<file path="src/rtl/rs_age_queue.sv">
`default_nettype none
// ============================================================================
// Module : rs_age_queue
// Unified reservation station; operands captured from the CDB, oldest-ready
// entry issued first using an age matrix.
// Rev    : 1.0  initial release
// ============================================================================
module rs_age_queue #(
   parameter int RS_DEPTH  = 8,
   parameter int TAG_W     = 5,
   parameter int XLEN      = 32,
   parameter int PAYLOAD_W = 64
) (
   input  logic                          clock,
   input  logic                          reset,
   input  logic                          flush,
   input  logic                          dp_valid,
   output logic                          dp_ready,
   input  logic [TAG_W-1:0]              dp_tag,
   input  logic                          dp_rs1_rdy,
   input  logic [TAG_W-1:0]              dp_rs1_tag,
   input  logic [XLEN-1:0]               dp_rs1_value,
   input  logic                          dp_rs2_rdy,
   input  logic [TAG_W-1:0]              dp_rs2_tag,
   input  logic [XLEN-1:0]               dp_rs2_value,
   input  logic [PAYLOAD_W-1:0]          dp_payload,
   input  logic                          cdb_valid,
   input  logic [TAG_W-1:0]              cdb_tag,
   input  logic [XLEN-1:0]               cdb_value,
   input  logic                          ex_ready,
   output logic                          is_valid,
   output logic [TAG_W-1:0]              is_tag,
   output logic [XLEN-1:0]               is_rs1_value,
   output logic [XLEN-1:0]               is_rs2_value,
   output logic [PAYLOAD_W-1:0]          is_payload,
   output logic [$clog2(RS_DEPTH+1)-1:0] free_count
);

   localparam int c_CNT_W = $clog2(RS_DEPTH+1);

   logic [RS_DEPTH-1:0]  r_valid;
   logic [RS_DEPTH-1:0]  r_rs1_rdy;
   logic [RS_DEPTH-1:0]  r_rs2_rdy;
   logic [TAG_W-1:0]     r_tag     [RS_DEPTH];
   logic [TAG_W-1:0]     r_rs1_tag [RS_DEPTH];
   logic [TAG_W-1:0]     r_rs2_tag [RS_DEPTH];
   logic [XLEN-1:0]      r_rs1_val [RS_DEPTH];
   logic [XLEN-1:0]      r_rs2_val [RS_DEPTH];
   logic [PAYLOAD_W-1:0] r_payload [RS_DEPTH];
   // r_older[i][j] set means entry i was dispatched before entry j
   logic [RS_DEPTH-1:0][RS_DEPTH-1:0] r_older;

   logic [RS_DEPTH-1:0] w_ready;
   logic [RS_DEPTH-1:0] w_sel;
   logic [RS_DEPTH-1:0] w_free;
   logic [RS_DEPTH-1:0] w_alloc;
   logic                w_dp_fire;
   logic                w_is_fire;
   logic                w_byp1;
   logic                w_byp2;

   assign w_ready = r_valid & r_rs1_rdy & r_rs2_rdy;
   assign w_free  = ~r_valid;
   // isolate the lowest set bit of w_free: lowest-index free entry
   assign w_alloc = w_free & (~w_free + {{(RS_DEPTH-1){1'b0}}, 1'b1});

   always_comb begin
      free_count = '0;
      for (int i = 0; i < RS_DEPTH; i++) begin
         free_count = free_count + c_CNT_W'(w_free[i]);
      end
   end

   assign dp_ready  = (free_count != '0);
   assign is_valid  = (|w_ready) && !flush;
   assign w_dp_fire = dp_valid && dp_ready && !flush;
   assign w_is_fire = is_valid && ex_ready;
   assign w_byp1    = cdb_valid && !dp_rs1_rdy && (cdb_tag == dp_rs1_tag);
   assign w_byp2    = cdb_valid && !dp_rs2_rdy && (cdb_tag == dp_rs2_tag);

   // An entry is selected when it is ready and no older entry is ready.
   generate
      for (genvar gi = 0; gi < RS_DEPTH; gi++) begin : g_sel
         logic [RS_DEPTH-1:0] w_older_ready;
         for (genvar gj = 0; gj < RS_DEPTH; gj++) begin : g_col
            assign w_older_ready[gj] = (gj != gi) && w_ready[gj] && r_older[gj][gi];
         end
         assign w_sel[gi] = w_ready[gi] && !(|w_older_ready);
      end
   endgenerate

   always_comb begin
      is_tag       = '0;
      is_rs1_value = '0;
      is_rs2_value = '0;
      is_payload   = '0;
      for (int i = 0; i < RS_DEPTH; i++) begin
         if (is_valid && w_sel[i]) begin
            is_tag       = is_tag       | r_tag[i];
            is_rs1_value = is_rs1_value | r_rs1_val[i];
            is_rs2_value = is_rs2_value | r_rs2_val[i];
            is_payload   = is_payload   | r_payload[i];
         end
      end
   end

   always_ff @(posedge clock) begin
      if (reset || flush) begin
         r_valid <= '0;
      end else begin
         for (int i = 0; i < RS_DEPTH; i++) begin
            if (w_is_fire && w_sel[i]) r_valid[i] <= 1'b0;
            if (w_dp_fire && w_alloc[i]) r_valid[i] <= 1'b1;
         end
      end
   end

   // Entry contents need no reset: they are only observed through r_valid.
   always_ff @(posedge clock) begin
      for (int i = 0; i < RS_DEPTH; i++) begin
         if (w_dp_fire && w_alloc[i]) begin
            r_tag[i]     <= dp_tag;
            r_payload[i] <= dp_payload;
            r_rs1_tag[i] <= dp_rs1_tag;
            r_rs2_tag[i] <= dp_rs2_tag;
            r_rs1_rdy[i] <= dp_rs1_rdy || w_byp1;
            r_rs2_rdy[i] <= dp_rs2_rdy || w_byp2;
            r_rs1_val[i] <= dp_rs1_rdy ? dp_rs1_value : cdb_value;
            r_rs2_val[i] <= dp_rs2_rdy ? dp_rs2_value : cdb_value;
         end else begin
            if (cdb_valid && r_valid[i] && !r_rs1_rdy[i] && (r_rs1_tag[i] == cdb_tag)) begin
               r_rs1_rdy[i] <= 1'b1;
               r_rs1_val[i] <= cdb_value;
            end
            if (cdb_valid && r_valid[i] && !r_rs2_rdy[i] && (r_rs2_tag[i] == cdb_tag)) begin
               r_rs2_rdy[i] <= 1'b1;
               r_rs2_val[i] <= cdb_value;
            end
         end
         // newly dispatched entry becomes younger than every other entry
         for (int j = 0; j < RS_DEPTH; j++) begin
            if (w_dp_fire && w_alloc[i]) begin
               r_older[i][j] <= 1'b0;
            end else if (w_dp_fire && w_alloc[j]) begin
               r_older[i][j] <= 1'b1;
            end
         end
      end
   end

endmodule
`default_nettype wire

</file>
<file path="config.mk">
export PLATFORM = sky130hd
export DESIGN_NAME = rs_age_queue
export DESIGN_NICKNAME = d
export VERILOG_FILES = /design/src/rtl/rs_age_queue.sv
export SDC_FILE = /design/constraint.sdc
export NUM_CORES = 2
export LEC_CHECK = 0
export ABC_AREA = 1
export CELL_PAD_IN_SITES_DETAIL_PLACEMENT = 1
export CELL_PAD_IN_SITES_GLOBAL_PLACEMENT = 1
export CORE_MARGIN = 5
export CORE_UTILIZATION = 35
export CTS_CLUSTER_SIZE = 16
export DETAILED_ROUTE_END_ITERATION = 12
export PLACE_DENSITY = 0.7
export RECOVER_POWER = 25
export SYNTH_ARGS = -nofsm -noshare
export SYNTH_HDL_FRONTEND = slang
export SYNTH_SLANG_ARGS = --single-unit
</file>
<file path="constraint.sdc">
create_clock -name clock -period 5.4 [get_ports clock]
set_input_delay 0.81 -clock clock [delete_from_list [all_inputs] [get_ports clock]]
set_output_delay 0.81 -clock clock [all_outputs]
set_load 0.1 [all_outputs]
</file>
[Word level (Yosys, flattened, before mapping)]
Memory sizes are Yosys's and may differ from the RTL's.
Cells that the tools add are included.
Cells by class
  add/sub/neg operators: 8
  $mul: 0
  divide/modulo/power cells: 0
  $lt $le $gt $ge: 0
  equal/unequal tests: 18
  shifts and indexed selects: 0
  mux-type cells: 246
  bitwise gates (word level): 49
  reduce and logical (&&, ||, !) cells: 228
Operators by type and width (count)
  two-way mux 32 bit: 34
  two-way mux 64 bit: 15
  bitwise OR 32 bit: 14
  bitwise OR 64 bit: 7
  OR reduction 64 bit: 7
  two-way mux 5 bit: 29
  two-way mux 1 bit: 140
  logical AND 1 bit: 136
  OR reduction 5 bit: 21
  equality test 5 bit: 18
  two-way mux 3 bit: 28
  OR reduction 7 bit: 8
  nonzero test 2 bit: 24
  bitwise OR 5 bit: 7
  zero test 1 bit: 27
  AND 8 bit: 3
  adder 4 x 1 -> 4 bit: 4
  inverter 8 bit: 2
  bitwise OR 1 bit: 16
  adder 8 x 1 -> 8 bit (second input constant): 1
  OR reduction 8 bit: 1
  adder 3 x 1 -> 4 bit: 1
  nonzero test 4 bit: 1
  adder 2 x 1 -> 3 bit: 1
  other kinds (2): 4
Word-level totals
  flip-flop bits (word level): 80
  bits in latches: 0
  memory bits (writable): 1144
  memory bits (read-only): 0
  bits of input ports: 188
  output and inout bits: 139
  word-level logic and storage cells: 635
  memories: 6
Memory list
  r_payload: words 8, bits a word 64, read ports 8, clocked after Yosys merged registers in 0, write ports 1, RTL line 49  | logic [PAYLOAD_W-1:0] r_payload [RS_DEPTH];
  r_rs1_val: words 8, bits a word 32, read ports 8, clocked after Yosys merged registers in 0, write ports 8, RTL line 47  | logic [XLEN-1:0] r_rs1_val [RS_DEPTH];
  r_rs2_val: words 8, bits a word 32, read ports 8, clocked after Yosys merged registers in 0, write ports 8, RTL line 48  | logic [XLEN-1:0] r_rs2_val [RS_DEPTH];
  r_rs1_tag: words 8, bits a word 5, read ports 8, clocked after Yosys merged registers in 0, write ports 1, RTL line 45  | logic [TAG_W-1:0] r_rs1_tag [RS_DEPTH];
  r_rs2_tag: words 8, bits a word 5, read ports 8, clocked after Yosys merged registers in 0, write ports 1, RTL line 46  | logic [TAG_W-1:0] r_rs2_tag [RS_DEPTH];
  r_tag: words 8, bits a word 5, read ports 8, clocked after Yosys merged registers in 0, write ports 1, RTL line 44  | logic [TAG_W-1:0] r_tag [RS_DEPTH];

[Longest topological paths before layout]
  depth in word-level cells: 22
  gate-level depth with buffers: 14
  depth with buffers taken out: 13

[Worst setup path before layout]
OpenSTA, ideal clock, no wires.
  path kind: flip-flop to flip-flop
  start: register r_valid[0]
  end: memory r_payload[2][0], in the netlist r_payload[0][128] (enable)
  arrival time: 7.221 ns
  slack: -2.294 ns
  stages on the path, launching flop included: 12
  path buffers: 1
  period minus slack after synthesis: 7.694 ns
  path through: dfxtp_1 -> fa_1 -> fa_1 -> fa_1 -> inv_1 -> ha_1 -> fa_1 -> nor2_1 -> nand3_1 -> nand4_1 -> inv_1 -> clkbuf_1
Between the ends
  cells in the longest elaborated chain, start to end: 22
  elaborated cells between the ends (all ways): 59
RTL lines
  start: declaration: RTL line 41  | logic [RS_DEPTH-1:0] r_valid;
  start signal: assignment: RTL line 109  | r_valid <= '0;
  start signal: indexed assignment: RTL line 112  | if (w_is_fire && w_sel[i]) r_valid[i] <= 1'b0;
  start signal: indexed assignment: RTL line 113  | if (w_dp_fire && w_alloc[i]) r_valid[i] <= 1'b1;
  inverter 8 bit (*): RTL line 63  | assign w_free = ~r_valid;
  adder 1 x 1 -> 2 bit (*): RTL line 70  | free_count = free_count + c_CNT_W'(w_free[i]);
  adder 2 x 1 -> 3 bit (*): RTL line 70
  adder 3 x 1 -> 4 bit (*): RTL line 70
  adder 4 x 1 -> 4 bit (*) (4 in series): RTL line 70
  named net free_count[1]: RTL line 36  | output logic [$clog2(RS_DEPTH+1)-1:0] free_count
  nonzero test 4 bit (*): RTL line 74  | assign dp_ready = (free_count != '0);
  named net dp_ready: RTL line 18  | output logic dp_ready,
  logical AND 1 bit (*) (2 in series): RTL line 76  | assign w_dp_fire = dp_valid && dp_ready && !flush;
  logical AND 1 bit: RTL line 121  | if (w_dp_fire && w_alloc[i]) begin
  two-way mux 1 bit: RTL line 121
  two-way mux 1 bit (implied by the code): RTL line 123  | r_payload[i] <= dp_payload;
  OR reduction 64 bit (no source line)
  two-way mux 3 bit (no source line) / two-way mux 1 bit (equally long branches) (7 in series)
  end: declaration: RTL line 49
Mark *: on every way through the listed nets, which the timed path passes. The rest lies on a longest branch.

[Final worst setup path]
  start: register r_valid[0]
  end: output dp_ready
Between the ends
  cells in the longest elaborated chain, start to end: 9
RTL lines (RTL line)
  inverter 8 bit: 63
  adder 1 x 1 -> 2 bit: 70
  adder 2 x 1 -> 3 bit: 70
  adder 3 x 1 -> 4 bit: 70
  adder 4 x 1 -> 4 bit (4 in series): 70
  nonzero test 4 bit: 74
  end: declaration: 18
Every way passes these cells.

==> results.ini <==
[placement]
dp_hpwl_um = 113000
io_buffers = 326
gp_congestion = 0.845

[synth]
synth-simple-area-share_pct = 23.2
synthCells = 5478
yosysSeqAreaShare_pct = 65.5
synth_warnings = 0
yosys.area.top_type = edfxtp_1
syn_avg_cell_area_um2 = 10.1
ys_ff_latch = 1224
synth_fa_ha_area_share_pct = 0.259
synth.area.mux_share_pct = 0
yosysMostFrequentCell = nand2_1
synth_nets = 5675
synthFlopType = edfxtp_1
yosys.area.top_type_share_pct = 63.2
synth.area.top_cells = edfxtp_1 63%, nand3_1 11%, nand2_1 9.4%
synth_edf_count = 1160
synth_top_family_by_area = simple AND/OR/NAND/NOR gates
synth_xor_area_share_pct = 0.667
ys_types = 33
syn_area_um2 = 55100
synth_compound_area_share_pct = 5.77
synthTopCellsByCount = 1,385 x nand2_1, 1,160 x edfxtp_1, 1,160 x nand3_1, 504 x o21ai_0, 388 x nor2_1
async_flop_share_pct = 0

[timing]
fin_worst_skew_ns = 0.0290
setup_viol = 0
worst_pin_slew_ns = 1.12
relSlewSlack_pct = 25.0
period_minus_slack_ns = 5.01
fin_crit_sh_pct = 92.8
slew_viol_final = 0
rsz0062_at_grt = no
fin_tns_setup_ns = 0
hold_viol_final = 0
timing.hold.ws_ns = 0.461
clock.fmax_ghz = 0.199

[setup_path]
crit_top_cell = fa_1
startpoint = r_valid[0]$_SDFFE_PP0P_
crit_family = adder cells
r2r-start = r_valid[0]$_SDFFE_PP0P_
critical_path_required_ns = 4.59
cp-end-kind = output port
path_buf_inv = 2
ff2ff_setup_slack_ns = 0.73
critical_path_class = reg2out
cp.arrival_ns = 4.20
crit_path_start_kind = flip-flop
slowest_stage = dfxtp_1
cpPeakStageDelay_ns = 0.57
crit_path_cell_trace = fa_1 > fa_1 > fa_1 > inv_1 > ha_1 > fa_2 > xnor2_1 > nand3_4 > buf_4
path_max_fanout = 9

[clock_network]
path_clk_slew_ns = 0.06
htreeDepth = 4
cts_root_buf = clkbuf_16
cts_max_path_buffers = 3
insertion_delay_ns = 0.80
cts_tree = done
numClockSinks = 1224
cts_inserted_buffers = 140
postCtsHoldBufs = 0
cts_resized = 0
postCtsSetupBuffers = 0

[detailed_routing]
drc_errors = 0
ant_nets = 0
routedWlPerCell_um = 23.9
vias = 42700
wirelength_um = 187000
drt-pass1-iter-count = 6
viasPerCell = 5.46
first_iter_violations = 3812

[die]
core_um2 = 156000
io_pins = 327
initial_utilization_pct = 35.3
dieArea_um2 = 166000
die_x_um = 407
rows = 145
die_h_um = 407

[finish]
nFillCells = 17300
nets = 5830
drive_gt1_share_pct = 8.56
syn_to_final_growth_pct = 17.9

[worst_hold_path]
hp-start = r_older[23]$_SDFFE_PP0P_
hold_path_class = reg2reg

[pwr]
ir_drop_uv = 312
power_density_nw_per_um2 = 316
total_leakage_power_nw = 25.6
power_mw = 20.6

[flow_run]
cap_violations = 0

[status]
outcome = finished clean

[grt]
grt_pass1_vias = 43600
grt_first_pass_wirelength_um = 276000
antenna_found_initial = 18
top_usage_layer = met2
grt_use_met2_pct = 36.0
gr-usage-met3_pct = 3.81
grt_max_degree = 197
overflow = 0
track_usage_pct = 22.1
grt_util_met1_pct = 29.6

## power breakdown
group | switching [mW] | internal [mW]
clock network | 4.05 | 5.09
logic | 0.631 | 0.287
registers | 0.0273 | 10.5
## cell type report
type	instances	area (µm²)	share of cell area, %
flip-flops and latches	1224	36100	55.5
diodes	11	27.5	0.0423
well taps	2058	2570	3.96
multi-input cells	3656	16700	25.7
inverters	178	684	1.05
clock inverters	72	646	0.993
clock buffers	183	3700	5.68
repair buffers	433	4610	7.09
## worst register-to-register path: stages (launching register included)
cell and delay, ns:
dfxtp_1 0.57, fa_1 0.50, fa_1 0.46, fa_1 0.49, inv_1 0.04, ha_1 0.21
fa_2 0.56, nor2_2 0.06, nand3_4 0.11, nand2_1 0.17, nor2_4 0.19, inv_1 0.24
nand2_2 0.14, buf_4 0.52
## placed cells by master, fill, tap and decap left out, drive strengths merged, types with 18 or more instances in the layout
cell	n
buf	248
nand2	1386
xor2	25
clkdlybuf4s50	106
o21ai	568
nand4	19
dfxtp	64
a21oi	18
clkinv	57
clkbuf	183
dlygate4sd3	79
nand3	1161
inv	186
edfxtp	1160
nor2	395
## stage by stage
step           instances  util, %  setup slack [ns]  instance area [µm²]
2_1_floorplan       5478        -            0.0450                55200
3_3_place_gp        7549     38.8             0.885                60700
3_5_place_dp        7549     38.8             0.775                60700
4_1_cts             7804     41.6             0.322                65000
5_1_grt             7804     41.6             0.153                65000
6_report            7815     41.6             0.387                65000
## worst paths after layout
| kind | endpoint | cells past startpoint |
|---|---|---|
| max reg2reg | r_rs2_val[0][2]$_DFFE_PP_ | 13 |
| min reg2reg | r_older[23]$_SDFFE_PP0P_ | 2 |
| min | r_older[23]$_SDFFE_PP0P_ | 2 |
| max | dp_ready | 9 |
## per-layer routing
layer / share of wire [%] / wire (µm) / vias up
li1: - / - / 19400
met1: 43 / 80100 / 21500
met2: 47 / 87200 / 1378
met3: 6.4 / 12000 / 332
met4: 3.9 / 7230 / 4
met5: 0.011 / 21 / -
## logic make-up (layout without fill, tap and decap cells)
| logic type | after synthesis | in the layout |
|---|---|---|
| AND/OR/NAND/NOR | 2986 | 2986 |
| flip-flops | 1224 | 1224 |
| AO/OA/AOI/OAI | 619 | 619 |
| buffers and inverters | 598 | 866 |
| XOR/XNOR | 42 | 42 |
| adder cells (fa/ha/maj) | 9 | 9 |
| other | 0 | 11 |
## sequential cells by signal, indices dropped and copies added (netlist names), 40 cells and up
name       flops
r_payload    512
r_rs1_val    256
r_rs2_val    256
r_older       56
r_rs1_tag     40
r_rs2_tag     40
r_tag         40
Power figures use the tool's default switching activity.
==> patch: new RTL, config.mk and constraints unchanged <==
The parameter `TAG_W` goes from 5 to 10.
--- a/src/rtl/rs_age_queue.sv
+++ b/src/rtl/rs_age_queue.sv
@@ -7,7 +7,7 @@
 // ============================================================================
 module rs_age_queue #(
    parameter int RS_DEPTH  = 8,
-   parameter int TAG_W     = 5,
+   parameter int TAG_W     = 10,
    parameter int XLEN      = 32,
    parameter int PAYLOAD_W = 64
 ) (
Interface: changed (5 resized); port bits go from 327 to 352. No check against the original RTL was run, so the function may have changed too.
==> patch against the original RTL <==
- design area grew 10%
- combinational power grew 14%
- non-clock buffer count grew 58
- via count grew 8.9%
- utilization grew 0.20 points
- power grew 10%
- wire length grew 13%
- worst setup slack gained 0.12 ns
- area after synthesis grew 9.5%
- global-route usage grew 0.52 points
- sequential cell count grew 120
- clock skew grew 0.013 ns
==> patch: results (changes against the original RTL) <==
[status]
status = complete, no violations  ; unchanged

[grt]
grt_pass1_vias = 47330  ; was 43,640
antenna_found_initial = 30  ; was 18
grt_pass1_wl_um = 307700  ; was 275,900 um
grt_max_degree = 219  ; was 197
gr-usage-all-layers_pct = 22.60  ; was 22.08%

[synthesis]
yosysUniqueCellTypes = 35  ; was 33
netlist_top_cells_count = 1,489 x nand2_1, 1,280 x edfxtp_1, 1,143 x nand3_1, 515 x o21ai_0, 407 x nor2_1  ; was 1,385 x nand2_1, 1,160 x edfxtp_1, 1,160 x nand3_1, 504 x o21ai_0, 388 x nor2_1
synth_area_leaders = edfxtp_1 64%, nand3_1 9.5%, nand2_1 9.3%, o21ai_0 4.3%, nor2_1 2.5%  ; was edfxtp_1 63%, nand3_1 11%, nand2_1 9.4%, o21ai_0 4.6%, nor2_1 2.6%
synth_edf_count = 1280  ; was 1,160
synth_nets = 6102  ; was 5,675
yosysSeqAreaShare_pct = 65.77  ; was 65.49%

[critical_path]
reg2reg_depth = 10  ; was 13
timing.rr.start = r_valid[1]  ; was r_valid[0]
worstPathArrival_ns = 4.09  ; was 4.20 ns
slowest_delay_ns = 0.56
crit_slowest_cell = buf_12  ; was dfxtp_1
cp_max_fo = 218  ; was 9
reg2reg_to = r_rs2_val[0][42]  ; was r_rs2_val[0][2]
critical_path.top_delay_family = simple AND/OR/NAND/NOR gates  ; was adder cells

[hold_path]
hold_end = r_older[7]  ; was r_older[23]
min-delay-start = r_older[7]  ; was r_older[23]

[timing]
slew_headroom_pct = 29.57  ; was 24.97%
hold_violations = 0  ; unchanged

[finish]
final_layout_size_suffix_gt1_share_pct = 9.007  ; was 8.562%
layout.nets = 6305  ; was 5,830

[placed_design]
pre_cts_ws_ns = 0.7620  ; was 0.7753 ns
port_buffers = 351  ; was 326
gp_congestion = 0.8525  ; was 0.8451
dp_hpwl_um = 128900  ; was 112,600 um

[routing]
wl_um = 210600  ; was 186,600 um
drt_iter0_drc = 3848  ; was 3,812
vias_per_cell = 5.445  ; was 5.458
ant_nets = 0  ; unchanged

[pwr]
switching_share_pct = 22.42  ; was 22.87%
power_leakage_nw = 27.84  ; was 25.59 nW
ir_drop_mv = 0.3056  ; was 0.3118 mV

[clock_network]
cts_buffers = 150  ; was 140
cts_setup_buffers = 0  ; unchanged
htree_num_levels = 4  ; unchanged

patch: cell count changes after synthesis, moves of 30 or more:
cell / change
edfxtp_1: +120
clkbuf_1: -31
xnor2_1: +49
xor2_1: +30
nand2_1: +104
buf_2: +43
nand4_1: +41
patch: cell families (layout without fill, tap and decap cells):
kind of cell	Yosys count	after routing	synth area share [%]
adders and majority gates	9	9	0.2362
DFF	1344	1344	65.77
other	0	13	0
and+or+nand+nor	3147	3147	22.41
buffers and inverters	628	949	4.496
xor gates and xnor gates	121	121	1.755
AOI/OAI and AO/OA	636	636	5.337
patch: worst max path at each step:
| stage | startpoint | to | slack, ns | cells after the start |
|---|---|---|---|---|
| 2_1_floorplan | r_valid[3] | r_rs1_rdy[7] | -0.57 | 13 |
| 3_3_place_gp | r_valid[3] | r_payload[1][123] | 0.85 | 12 |
| 3_5_place_dp | r_valid[3] | r_rs2_val[0][49] | 0.76 | 10 |
| 4_1_cts | r_valid[4] | is_rs2_value[30] | 0.32 | 10 |
| 5_1_grt | r_valid[4] | is_payload[63] | 0.23 | 10 |
| 6_report | r_valid[4] | is_payload[1] | 0.50 | 10 |
patch: power groups by stage:
stage                     combinational (mW)  clock [mW]  sequential, mW
after global placement                  1.01           0            11.8
after detailed placement                1.06           0            11.8
after global routing                    1.15        10.7            11.6
final                                   1.05        10.1            11.6
after CTS                               1.07        10.3            11.6
after floorplan                        0.526           0            11.8
patch: routing by layer:
metal  track usage, %  up-vias  routed length (um)
li1                 -    20900                   -
met1            28.73    23670               86270
met2            38.85     1495              103700
met3            3.299      374               11870
met4            8.951        2                8774
met5                0        -                  13
patch: final cells by class:
type,instances,area [sq um]
clock buffers,198,4101
diodes,13,32.53
inverters,188,730.7
flip-flops and latches,1344,39730
multi-input cells,3913,18180
well taps,2310,2890
repair buffers,491,5335
fillers,18910,99860
clock inverters,72,684.4
patch: metrics by stage:
stage / total power [mW] / TNS [ns] / cells / instance area, sq um / hold slack (ns)
after floorplan: 12.30 / -40.51 / 5885 / 60500 / 0.4321
after global placement: 12.79 / 0 / 8246 / 66870 / 0.4407
after detailed placement: 12.84 / 0 / 8246 / 66870 / 0.4496
after CTS: 22.88 / 0 / 8516 / 71650 / 0.4601
after global routing: 23.43 / 0 / 8524 / 71670 / 0.4865
final: 22.71 / 0 / 8529 / 71680 / 0.4595
patch: tightest hold or removal path, stage by stage (launching register included):
cell	delay (ns)
dfxtp_1	0.30
inv_1	0.06
a21oi_1	0.05
